--- src/rtl/nn_move_sequencer.sv ---
// ---------------------------------------------------------------------------
// nn_move_sequencer
//
// Consumes the 2-bit move decision of the neural network once per game tick,
// debounces it (CONFIRM identical consecutive samples), then steps a
// saturating lane position left or right and emits one-cycle pulses.
//
// Optional feature macro: NN_MOVE_COOLDOWN_EN
//   defined   -> COOL state plus cooldown counter; MOVE goes to COOL and the
//                next COOLDOWN ticks are ignored.
//   undefined -> no COOL state, no counter; MOVE goes straight to TRACK.
//
// Parameters:
//   LANES    number of lanes, lane index 0..LANES-1 (>= 2)
//   LANE_W   width of lane, must hold LANES-1
//   CONFIRM  identical tick samples required to commit (1..15)
//   COOLDOWN ticks ignored after a committed move (1..15, macro builds only)
//
// Ports:
//   clk     in   system clock, rising edge
//   rst     in   synchronous active-high reset
//   en      in   enable; low forces IDLE
//   tick    in   one-cycle game-tick strobe
//   move    in   2'd0 left, 2'd1 stay, 2'd2 right, 2'd3 stay
//   lane    out  current lane index (registered)
//   step_l  out  one-cycle pulse when lane decrements
//   step_r  out  one-cycle pulse when lane increments
//   bump    out  one-cycle pulse when a committed move hits an edge
//   busy    out  high while in MOVE (and COOL)
//   agree   out  current agreement count
// ---------------------------------------------------------------------------
module nn_move_sequencer #(
    parameter int LANES    = 5,
    parameter int LANE_W   = 3,
    parameter int CONFIRM  = 3,
    parameter int COOLDOWN = 4
) (
    input  logic              clk,
    input  logic              rst,
    input  logic              en,
    input  logic              tick,
    input  logic [1:0]        move,
    output logic [LANE_W-1:0] lane,
    output logic              step_l,
    output logic              step_r,
    output logic              bump,
    output logic              busy,
    output logic [3:0]        agree
);

    // Elaboration-time guard against configurations the logic cannot honour.
    if (LANES < 2 || CONFIRM < 1 || CONFIRM > 15 || COOLDOWN < 1 ||
        COOLDOWN > 15 || (LANES - 1) >= (1 << LANE_W)) begin : g_bad_params
        $error("nn_move_sequencer: parameter out of range");
    end

    typedef enum logic [1:0] {
        S_IDLE  = 2'd0,
        S_TRACK = 2'd1,
        S_MOVE  = 2'd2
`ifdef NN_MOVE_COOLDOWN_EN
        , S_COOL = 2'd3
`endif
    } state_e;

    typedef enum logic [1:0] {
        MV_LEFT  = 2'd0,
        MV_STAY  = 2'd1,
        MV_RIGHT = 2'd2
    } mv_e;

    localparam logic [3:0]        CONFIRM_4 = 4'(CONFIRM);
    localparam logic [LANE_W-1:0] LANE_MAX  = LANE_W'(LANES - 1);
    localparam logic [LANE_W-1:0] LANE_RST  = LANE_W'(LANES / 2);

    state_e            state_q, state_d;
    mv_e               cand_q, cand_d;
    mv_e               move_n;
    logic [3:0]        agree_q, agree_d;
    logic [LANE_W-1:0] lane_q, lane_d;
    logic              step_l_q, step_l_d;
    logic              step_r_q, step_r_d;
    logic              bump_q, bump_d;
    logic              busy_q, busy_d;
`ifdef NN_MOVE_COOLDOWN_EN
    localparam logic [3:0] COOL_INIT = 4'(COOLDOWN);
    logic [3:0]        cool_q, cool_d;
`endif

    // Code 3 is an alias of stay.
    always_comb begin
        case (move)
            2'd0:    move_n = MV_LEFT;
            2'd2:    move_n = MV_RIGHT;
            default: move_n = MV_STAY;
        endcase
    end

    always_comb begin
        // NOTE: every signal gets a default before the case so that no path
        // leaves a variable unassigned, which would otherwise infer a latch.
        state_d  = state_q;
        cand_d   = cand_q;
        agree_d  = agree_q;
        lane_d   = lane_q;
        step_l_d = 1'b0;
        step_r_d = 1'b0;
        bump_d   = 1'b0;
`ifdef NN_MOVE_COOLDOWN_EN
        cool_d   = cool_q;
`endif

        if (!en) begin
            // Disable wins in every state, including a pending MOVE: the lane
            // holds and no pulse is produced.
            state_d = S_IDLE;
            agree_d = 4'd0;
            cand_d  = MV_STAY;
`ifdef NN_MOVE_COOLDOWN_EN
            cool_d  = 4'd0;
`endif
        end else begin
            case (state_q)
                S_IDLE: begin
                    agree_d = 4'd0;
`ifdef NN_MOVE_COOLDOWN_EN
                    cool_d  = 4'd0;
`endif
                    state_d = S_TRACK;
                end

                S_TRACK: begin
                    if (tick) begin
                        if (move_n == cand_q) begin
                            agree_d = (agree_q >= CONFIRM_4) ? CONFIRM_4 : agree_q + 4'd1;
                        end else begin
                            cand_d  = move_n;
                            agree_d = 4'd1;
                        end
                        // Decision uses the freshly updated count/candidate so
                        // that the CONFIRM-th tick itself commits.
                        if (agree_d == CONFIRM_4) begin
                            if (cand_d == MV_STAY) begin
                                agree_d = 4'd0;
                            end else begin
                                state_d = S_MOVE;
                            end
                        end
                    end
                end

                S_MOVE: begin
                    // A tick in this cycle is deliberately not sampled.
                    if (cand_q == MV_LEFT && lane_q != '0) begin
                        lane_d   = lane_q - LANE_W'(1);
                        step_l_d = 1'b1;
                    end else if (cand_q == MV_RIGHT && lane_q < LANE_MAX) begin
                        lane_d   = lane_q + LANE_W'(1);
                        step_r_d = 1'b1;
                    end else begin
                        bump_d   = 1'b1;
                    end
                    agree_d = 4'd0;
`ifdef NN_MOVE_COOLDOWN_EN
                    cool_d  = COOL_INIT;
                    state_d = S_COOL;
`else
                    state_d = S_TRACK;
`endif
                end

`ifdef NN_MOVE_COOLDOWN_EN
                S_COOL: begin
                    if (tick) begin
                        if (cool_q <= 4'd1) begin
                            cool_d  = 4'd0;
                            agree_d = 4'd0;
                            cand_d  = MV_STAY;
                            state_d = S_TRACK;
                        end else begin
                            cool_d  = cool_q - 4'd1;
                        end
                    end
                end
`endif

                default: state_d = S_IDLE;
            endcase
        end

        // busy is registered from the next state so it rises on the edge
        // that enters MOVE and falls on the edge that leaves the busy states.
`ifdef NN_MOVE_COOLDOWN_EN
        busy_d = (state_d == S_MOVE) || (state_d == S_COOL);
`else
        busy_d = (state_d == S_MOVE);
`endif
    end

    always_ff @(posedge clk) begin
        // NOTE: sequential state uses non-blocking assignments so every flop
        // samples the pre-edge values regardless of statement order.
        if (rst) begin
            // NOTE: the block holds no memory arrays, so every flop is reset.
            state_q  <= S_IDLE;
            cand_q   <= MV_STAY;
            agree_q  <= 4'd0;
            lane_q   <= LANE_RST;
            step_l_q <= 1'b0;
            step_r_q <= 1'b0;
            bump_q   <= 1'b0;
            busy_q   <= 1'b0;
`ifdef NN_MOVE_COOLDOWN_EN
            cool_q   <= 4'd0;
`endif
        end else begin
            state_q  <= state_d;
            cand_q   <= cand_d;
            agree_q  <= agree_d;
            lane_q   <= lane_d;
            step_l_q <= step_l_d;
            step_r_q <= step_r_d;
            bump_q   <= bump_d;
            busy_q   <= busy_d;
`ifdef NN_MOVE_COOLDOWN_EN
            cool_q   <= cool_d;
`endif
        end
    end

    assign lane   = lane_q;
    assign step_l = step_l_q;
    assign step_r = step_r_q;
    assign bump   = bump_q;
    assign busy   = busy_q;
    assign agree  = agree_q;

endmodule

--- config.mk ---
export PLATFORM = sky130hd
export DESIGN_NAME = nn_move_sequencer
export DESIGN_NICKNAME = d
export VERILOG_FILES = /design/src/rtl/nn_move_sequencer.sv
export SDC_FILE = /design/constraint.sdc
export NUM_CORES = 1
export LEC_CHECK = 0
export ABC_CLOCK_PERIOD_IN_PS = 1650
export BUFFER_PORTS_ARGS = -buffer_cell sky130_fd_sc_hd__buf_2
export CORE_UTILIZATION = 45
export CTS_BUF_LIST = sky130_fd_sc_hd__clkbuf_4 sky130_fd_sc_hd__clkbuf_8 sky130_fd_sc_hd__clkbuf_16
export CTS_CLUSTER_SIZE = 20
export DETAILED_ROUTE_END_ITERATION = 16
export PLACE_DENSITY = 0.72
export SYNTH_ARGS = -nofsm -noshare
export SYNTH_HDL_FRONTEND = slang
export SYNTH_SLANG_ARGS = --single-unit
export TNS_END_PERCENT = 10
--- constraint.sdc ---
create_clock -name clk -period 1.65 [get_ports clk]
set_clock_uncertainty 0.1 [all_clocks]
set_input_delay 0.2475 -clock clk [delete_from_list [all_inputs] [get_ports clk]]
set_output_delay 0.2475 -clock clk [all_outputs]
set_load 0.03 [all_outputs]
==> results of run 1 <==
[flip-flops by register name (all words and copies together), names as in the netlist]
| name | cells |
|---|---|
| agree | 4 |
| step_l | 1 |
| cand_q | 2 |
| busy | 1 |
| step_r | 1 |
| bump | 1 |
| state_q | 2 |
| lane | 3 |
[per-stage QoR]
step                      hold WS, ns  util, %  instances  power (mW)  worst slack (ns)
after global routing           0.0940     69.0        118       0.654            -0.153
after global placement          0.360     64.8        114       0.412           -0.0546
after floorplan                 0.210        -         74       0.392            -0.102
final                          0.0829     69.0        118       0.637           -0.0835
after CTS                      0.0708     67.8        118       0.643           -0.0869
after detailed placement        0.373     64.8        114       0.412           -0.0909
[worst reg2reg max path: cells and delay by family (launching register included)]
family | cells | cell delay, ns
flops | 1 | 0.36
simple gates | 3 | 0.53
fa+ha+maj | 1 | 0.20
mux | 1 | 0.31
compound gates | 1 | 0.14
[final cells by class]
class | count | area, sq um | share of cell area (%)
repair buffers | 25 | 148 | 15.6
well taps | 15 | 18.8 | 1.99
inverters | 5 | 18.8 | 1.99
multi-input cells | 54 | 415 | 44.0
flip-flops and latches | 15 | 313 | 33.2
clock buffers | 4 | 30.0 | 3.18
[Yosys cell counts]
master and instances:
a2111o_1 1, a211o_1 2, a21boi_1 1, a21o_1 1
a21oi_1 6, a21oi_2 1, a2bb2oi_1 1, a311oi_1 1
and2b_2 1, and3_1 2, dfxtp_1 15, fa_1 1
ha_1 1, inv_1 5, mux2_4 1, nand2_1 7
nand2b_1 2, nand3_1 1, nand3b_1 1, nand4_4 1
nor2_1 6, nor2b_1 2, nor3_1 3, nor3b_1 1
nor4_1 3, nor4bb_1 1, o211ai_1 1, o21a_1 1
o21bai_1 1, or3_1 1, or4_4 1, xnor2_1 1
[power by group through the flow]
stage | sequential (mW) | clock (mW) | combinational [mW]
after global routing | 0.362 | 0.243 | 0.0488
after global placement | 0.370 | 0 | 0.0417
after CTS | 0.362 | 0.238 | 0.0430
after detailed placement | 0.370 | 0 | 0.0424
final | 0.362 | 0.231 | 0.0448
after floorplan | 0.371 | 0 | 0.0210
[worst max-delay path by stage]
stage / startpoint / endpoint / slack [ns] / cells past startpoint
6_report: lane[0] / lane[2] / -0.08 / 6
5_1_grt: lane[0] / lane[2] / -0.15 / 6
4_1_cts: lane[0] / lane[2] / -0.09 / 6
3_5_place_dp: lane[0] / lane[2] / -0.09 / 6
3_3_place_gp: lane[0] / lane[2] / -0.05 / 6
2_1_floorplan: lane[0] / lane[2] / -0.10 / 6
[metal layers]
layer | share of wire (%) | global-route usage [%]
met1 | 48 | 27.4
met2 | 47 | 30.1
met3 | 3.8 | 3.19
met4 | 0.67 | 9.68
met5 | 0 | 0
[repair_timing]
item	in CTS	in global routing
resized for setup	2	4
setup endpoints to repair	3	5
pin swaps	1	1
hold endpoints to repair	0	0
[logic make-up after synthesis]
group / after synthesis
DFF: 15
buffers and inverters: 5
adders and majority gates: 2
muxes: 1
xor gates and xnor gates: 1
AOI/OAI and AO/OA: 17
and+or+nand+nor: 33
==> flow_summary.yaml, run 1 <==
status:
  outcome: "finished with violations"
  failed_checks: "negative setup slack"
timing:
  rsz0062_at_grt: "yes"
  tightest_slew_ns: 0.433
  relSlewSlack_pct: 71.0
  hold_viol_final: 0
  drv_slew: 0
  fin_ws_ns: -0.0835
  fmaxAchievable_mhz: 577
  fin_tns_setup_ns: -0.125
  final.period_utilization_pct: 105
  finalSetupViolations: 3
  final.min_clock_period_ns: 1.73
synth:
  synth_area_leaders: "dfxtp_1, a21oi_1, nand2_1"
  yosys.area_share.simple_pct: 28.4
  netlist_area_sq_um: 696
  synth_top_family_by_area: "simple AND/OR/NAND/NOR gates"
  synth-compound-area-share_pct: 17.6
  ys_types: 32
  netlist.area_leader.share_pct: 43.2
  yosysSeqAreaShare_pct: 43.2
  synth.avg_cell_area_sq_um: 9.40
  synth_nets: 82
  yosys.area.top_type: "dfxtp_1"
  synth_cells: 74
  ys_seq_elements: 15
  synthAdderAreaFrac_pct: 4.68
  yosysWarnings: 0
  synth_mux_area_share_pct: 2.16
  synth_xor_area_share_pct: 1.26
floorplanning:
  fp.dieH_microns: 41.3
  io_pins: 17
  core_region_area_sq_um: 1370
  placementRows: 13
  start_util_pct: 50.9
  die_w_microns: 41.3
  die_area_sq_um: 1710
routing:
  ant_nets: 0
  via_per_inst: 5.53
  route.detailed.drc: 0
  dr.pass1.iters: 4
  routed_wl_microns: 1500
  dr_total_vias: 652
  avgRoutedWirePerCell_microns: 12.7
  drtIter0Drc: 11
placed_design:
  port_buffers: 16
  placed_area_sq_um: 886
  place_congestion: 0.733
  dpl.hpwl_microns: 1160
power_and_ir_drop:
  power_density_nw_per_um2: 676
  netSwitchingFraction_pct: 23.3
  pwr-share-seq_pct: 56.8
  combPwrFrac_pct: 7.0
  p_leak_nw: 0.398
  pwr-share-clk_pct: 36.2
  netSwitchingPower_mw: 0.149
  vdd_ir_drop_max_mv: 0.393
  p_int_mw: 0.489
setup_path:
  r2r-end: "lane[2]"
  crit_required_ns: 1.73
  worstPathArrival_ns: 1.81
  reg2reg_depth: 6
  crit_family: "simple AND/OR/NAND/NOR gates"
  r2r_slack_ns: -0.08
  cp.buffers_inverters: 0
  cp-end-kind: "flop"
  cpPeakStageDelay_ns: 0.40
  timing.rr.start: "lane[0]"
  path_class: "flop to flop"
  cp-start-kind: "flop"
  critPathSlowestCell: "or3_4"
  crit_path_cell_trace: "or3_4 > nand2_4 > fa_2 > nand3_2 > a21oi_2 > mux2_4"
  crit_fanout: 4
global_route:
  grt-ovfl-total: 0
  track_usage_pct: 19.9
  grt_max_degree: 9
  antenna_found_initial: 0
  grt_pass1_vias: 543
  grt_pass1_wl_microns: 2190
clock_network:
  postCtsSetupBuffers: 0
  clock_path_buffers: 2
  cts_root_buf: "clkbuf_4"
  h-tree-depth: 1
  numCtsBuffers: 3
  postCtsHoldBufs: 0
  cts_tree: "yes"
  clkLatencyLatePin_ns: 0.28
  path_clk_slew_ns: 0.09
  cts_sinks: 15
cells_and_area:
  nFillCells: 117
  nets: 112
  mostFrequentLayoutCell: "buf_2"
  diodes: 0
  drive_gt1_share_pct: 43.7
  final_cell_area_sq_um: 943
  final_cell_mix: "buf_2, dfxtp_1, buf_4"
  area_growth_pct: 35.6
hold_path:
  hold_path_end: "lane[0]"
  holdPathStages: 2
  holdCritPathClass: "input port to flop"
  hold_start: "rst"
job:
  cap_violations: 0
Note: power is estimated with default switching activity, not from simulation.
==> inputs of run 2 (changes only) <==
--- a/config.mk
+++ b/config.mk
@@ -12,6 +12,7 @@
 export CTS_CLUSTER_SIZE = 20
 export DETAILED_ROUTE_END_ITERATION = 16
 export PLACE_DENSITY = 0.72
+export REMOVE_ABC_BUFFERS = 1
 export SYNTH_ARGS = -nofsm -noshare
 export SYNTH_HDL_FRONTEND = slang
 export SYNTH_SLANG_ARGS = --single-unit
==> run 2 against run 1 <==
  * The run still ends with negative setup slack left
  * Highest routed layer unchanged
  * Routed wire length up 9.9%
  * Power shrank 2.4%
  * Clock-buffer cell count down 1
  * Setup slack got worse by 0.028 ns
  * Die area unchanged
  * Critical endpoint unchanged
  * Via count is 0.31% higher
  * Utilization grew 0.46 points
  * Critical path type unchanged
  * Combinational power is 4.5% higher
==> flow_summary.yaml, run 2 (synthesized netlist as in run 1, its figures left out) <==
status:
  outcome: "finished with violations"
  failed_checks: "negative setup slack"
cells_and_area:
  area_growth_pct: 36.5
  final_cell_mix: "buf_2, dfxtp_1, buf_4"
  largest_register_ffs: 4
  nets: 114
  diodes: 0
  mostFrequentLayoutCell: "buf_2"
  stdcell_count: 120
  drive_gt1_share_pct: 44.8
  nFillCells: 115
  final_cell_area_sq_um: 950
timing:
  final.period_utilization_pct: 107
  hold_viol_final: 0
  finalSetupViolations: 1
  relSlewSlack_pct: 63.2
  drv_slew: 0
  whs_ns: 0.0836
  tightest_slew_ns: 0.548
  fin_ws_ns: -0.111
  rsz0062_at_grt: "yes"
  final.min_clock_period_ns: 1.76
  fin_tns_setup_ns: -0.111
  fmaxAchievable_mhz: 568
setup_path:
  cpPeakStageDelay_ns: 0.40
  crit_required_ns: 1.73
  timing.rr.start: "lane[0]"
  critPathLaunch: "lane[0]"
  crit_path_cell_trace: "or3_4 > nand2_4 > fa_2 > nand3_2 > a21oi_2 > mux2_4"
  cp-end-kind: "flop"
  critPathSlowestCell: "or3_4"
  crit_fanout: 3
  cp-start-kind: "flop"
  worstPathArrival_ns: 1.84
  path_class: "flop to flop"
routing:
  routed_wl_microns: 1650
  drtIter0Drc: 10
  ant_nets: 0
  dr_total_vias: 654
  via_per_inst: 5.45
  avgRoutedWirePerCell_microns: 13.8
  dr.pass1.iters: 4
  route.detailed.drc: 0
clock_network:
  clkLatencyLatePin_ns: 0.29
  postCtsSetupBuffers: 0
  h-tree-depth: 1
  postCtsHoldBufs: 0
  path_clk_slew_ns: 0.09
  cts_root_buf: "clkbuf_4"
  cts_sinks: 15
  cts_tree: "yes"
  numCtsBuffers: 3
  clock_path_buffers: 2
floorplanning:
  fp.dieH_microns: 41.3
  core_region_area_sq_um: 1370
  io_pins: 17
  start_util_pct: 50.9
  placementRows: 13
  die_area_sq_um: 1710
  die_w_microns: 41.3
job:
  cap_violations: 0
hold_path:
  hold_start: "rst"
  holdCritPathClass: "input port to flop"
placed_design:
  pre_cts_ws_ns: -0.174
  post-place-cells: 116
  placed_area_sq_um: 877
  port_buffers: 16
  dpl.hpwl_microns: 1210
  place_congestion: 0.789
global_route:
  grt_pass1_wl_microns: 2440
  grt_use_met1_pct: 25.2
  grt_max_degree: 10
  grt-busiest-layer: "met2"
  use_met2_pct: 39.1
  grt_pass1_vias: 617
  track_usage_pct: 23.1
  use_met3_pct: 9.57
  grt-ovfl-total: 0
  antenna_found_initial: 0
power_and_ir_drop:
  vdd_ir_drop_max_mv: 0.593
  p_leak_nw: 0.405
  power_density_nw_per_um2: 655
==> run 2: cell count changes in the layout (fill, tap and decap cells not counted), sizes merged <==
cell	change
clkbuf	-1
clkinv	+1
buf	+2
==> run 2: area by class of cell <==
class	count	area, sq um	area share [%]
timing repair buffer	27	166	17.5
clock buffer	3	22.5	2.37
inverter	5	18.8	1.98
multi-input combinational	54	413	43.5
clock inverter	1	5.00	0.527
sequential	15	305	32.1
tap	15	18.8	1.98
==> run 2: what timing repair did <==
| item | CTS | global route |
|---|---|---|
| pin swaps | 2 | 1 |
| setup endpoints to repair | 1 | 7 |
| resized for setup | 11 | 3 |
==> run 2: power breakdown <==
group          switching, mW  internal, mW
Combinational         0.0274        0.0194
Sequential           0.00245         0.364
Clock                  0.119        0.0902
==> run 2: final timing paths <==
kind,slack [ns],endpoint,cells after the start
max reg2reg,-0.11,lane[2],6
min reg2reg,0.38,agree[1],2
min,0.08,lane[0],2
max,-0.11,lane[2],6
==> run 2: per-layer routing <==
| metal | wire [microns] | up-vias |
|---|---|---|
| li1 | - | 330 |
| met2 | 814 | 12 |
| met4 | 12 | 0 |
| met3 | 71 | 2 |
| met5 | 0 | - |
| met1 | 751 | 310 |
==> run 2: metrics by stage <==
step	util [%]	total power, mW
after CTS	68.6	0.628
after detailed placement	64.2	0.418
final	69.5	0.622
after global placement	64.2	0.416
after floorplan	-	0.397
after global routing	69.5	0.653
==> run 2: critical path, delay by kind of cell, from the launching register on <==
kind,cells,cell delay [ns]
AO/OA/AOI/OAI,1,0.15
AND/OR/NAND/NOR,3,0.56
adder cells (fa/ha/maj),1,0.21
flip-flops,1,0.34
multiplexers,1,0.30
==> inputs of run 3 (changes only) <==
--- a/config.mk
+++ b/config.mk
@@ -7,12 +7,14 @@
 export LEC_CHECK = 0
 export ABC_CLOCK_PERIOD_IN_PS = 1650
 export BUFFER_PORTS_ARGS = -buffer_cell sky130_fd_sc_hd__buf_2
+export CAP_MARGIN = 10
 export CORE_UTILIZATION = 45
 export CTS_BUF_LIST = sky130_fd_sc_hd__clkbuf_4 sky130_fd_sc_hd__clkbuf_8 sky130_fd_sc_hd__clkbuf_16
 export CTS_CLUSTER_SIZE = 20
 export DETAILED_ROUTE_END_ITERATION = 16
 export PLACE_DENSITY = 0.72
 export REMOVE_ABC_BUFFERS = 1
+export SKIP_LAST_GASP = 1
 export SYNTH_ARGS = -nofsm -noshare
 export SYNTH_HDL_FRONTEND = slang
 export SYNTH_SLANG_ARGS = --single-unit
==> run 3 against run 2 <==
  * Largest cell class unchanged
  * The run still ends with negative setup slack left
  * Clock-buffer cell count is the same
  * Final area is 2.5% lower
  * Via count decreased by 0.46%
==> flow_summary.yaml, run 3 (synthesized netlist as in run 1, its figures left out) <==
floorplanning:
  io_pins: 17
  core_region_area_sq_um: 1370
  die_area_sq_um: 1710
  fp.dieH_microns: 41.3
  placementRows: 13
  die_w_microns: 41.3
  start_util_pct: 50.9
global_route:
  grt-ovfl-total: 0
  track_usage_pct: 22.3
  grt_pass1_wl_microns: 2360
  grt_max_degree: 10
  antenna_found_initial: 0
  grt_pass1_vias: 592
clock_network:
  clock_path_buffers: 2
  cts_sinks: 15
  postCtsSetupBuffers: 0
  clkLatencyLatePin_ns: 0.29
  h-tree-depth: 1
  cts_tree: "yes"
  numCtsBuffers: 3
  path_clk_slew_ns: 0.09
  cts_root_buf: "clkbuf_4"
timing:
  relSlewSlack_pct: 64.6
  rsz0062_at_grt: "yes"
  tightest_slew_ns: 0.527
  fmaxAchievable_mhz: 570
  finalSetupViolations: 3
  final.period_utilization_pct: 106
  final.min_clock_period_ns: 1.75
  hold_viol_final: 0
  fin_ws_ns: -0.103
  drv_slew: 0
power_and_ir_drop:
  p_leak_nw: 0.403
  p_total_mw: 0.619
  power_density_nw_per_um2: 669
  vdd_ir_drop_max_mv: 0.593
setup_path:
  path_class: "flop to flop"
  cp-end-kind: "flop"
  cp.buffers_inverters: 0
  crit_fanout: 3
  cpPeakStageDelay_ns: 0.39
  worstPathArrival_ns: 1.83
  crit_path_cell_trace: "or3_4 > nand2_2 > fa_2 > nand3_1 > a21oi_2 > mux2_4"
  cp-start-kind: "flop"
  critPathSlowestCell: "or3_4"
  crit_family: "simple AND/OR/NAND/NOR gates"
  crit_required_ns: 1.73
cells_and_area:
  stdcell_count: 120
  final_cell_mix: "buf_2, dfxtp_1, buf_4"
  diodes: 0
  largest_register_ffs: 4
  drive_gt1_share_pct: 41.0
  mostFrequentLayoutCell: "buf_2"
  nets: 114
  final_cell_area_sq_um: 926
  area_growth_pct: 33.1
placed_design:
  port_buffers: 16
  pre_cts_ws_ns: -0.174
  dpl.hpwl_microns: 1210
  post-place-cells: 116
  placed_area_sq_um: 877
  place_congestion: 0.789
routing:
  via_per_inst: 5.43
  dr.pass1.iters: 4
  drtIter0Drc: 6
  avgRoutedWirePerCell_microns: 12.8
  route.detailed.drc: 0
  routed_wl_microns: 1530
  dr_total_vias: 651
  ant_nets: 0
status:
  failed_checks: "negative setup slack"
  outcome: "finished with violations"
hold_path:
  holdCritPathClass: "input port to flop"
job:
  cap_violations: 0
## run 3: power breakdown
| part | leakage (nW) | internal (mW) | switching (mW) |
|---|---|---|---|
| Clock | 0.0177 | 0.0902 | 0.118 |
| Sequential | 0.121 | 0.364 | 0.00242 |
| Combinational | 0.264 | 0.0186 | 0.0260 |
| Total | 0.403 | 0.473 | 0.146 |
## run 3: cell type report
cell class | instances | area, sq um
Inverter | 5 | 18.8
Clock inverter | 1 | 5.00
Multi-Input combinational cell | 54 | 394
Timing Repair Buffer | 27 | 163
Fill cell | 116 | 440
Sequential cell | 15 | 304
Tap cell | 15 | 18.8
Clock buffer | 3 | 22.5
## run 3: worst register-to-register path, delay by kind of cell, from the launching register on
family	cells	cell delay (ns)
adder cells (fa/ha/maj)	1	0.20
flip-flops	1	0.34
AND/OR/NAND/NOR	3	0.56
multiplexers	1	0.30
AO/OA/AOI/OAI	1	0.14
## run 3: final timing paths
| kind | startpoint | end | slack [ns] | cells after the start |
|---|---|---|---|---|
| worst max-delay path | lane[0] | lane[2] | -0.10 | 6 |
| worst min-delay path | rst | lane[0] | 0.08 | 2 |
| worst max register to register | lane[0] | lane[2] | -0.10 | 6 |
| worst min register to register | agree[1] | agree[1] | 0.38 | 2 |
## run 3: through the flow
step           hold slack (ns)  setup TNS, ns  util (%)
6_report                0.0803         -0.136      67.8
5_1_grt                 0.0721         -0.524      67.8
4_1_cts                 0.0731         -0.142      67.8
3_5_place_dp             0.372         -0.174      64.2
3_3_place_gp             0.363         -0.114      64.2
2_1_floorplan            0.220         -0.549         -
## run 3: metal layers
layer,wire [microns],track usage (%)
met5,0,0
met4,19,9.68
met3,66,9.57
met2,724,36.3
met1,723,25.2
## run 3: repair_timing
item                                    4_1_cts  5_1_grt
gates resized for setup                       8        0
endpoints found under the setup margin        1        8
pin swaps                                     1        0
hold buffers                                  0        0
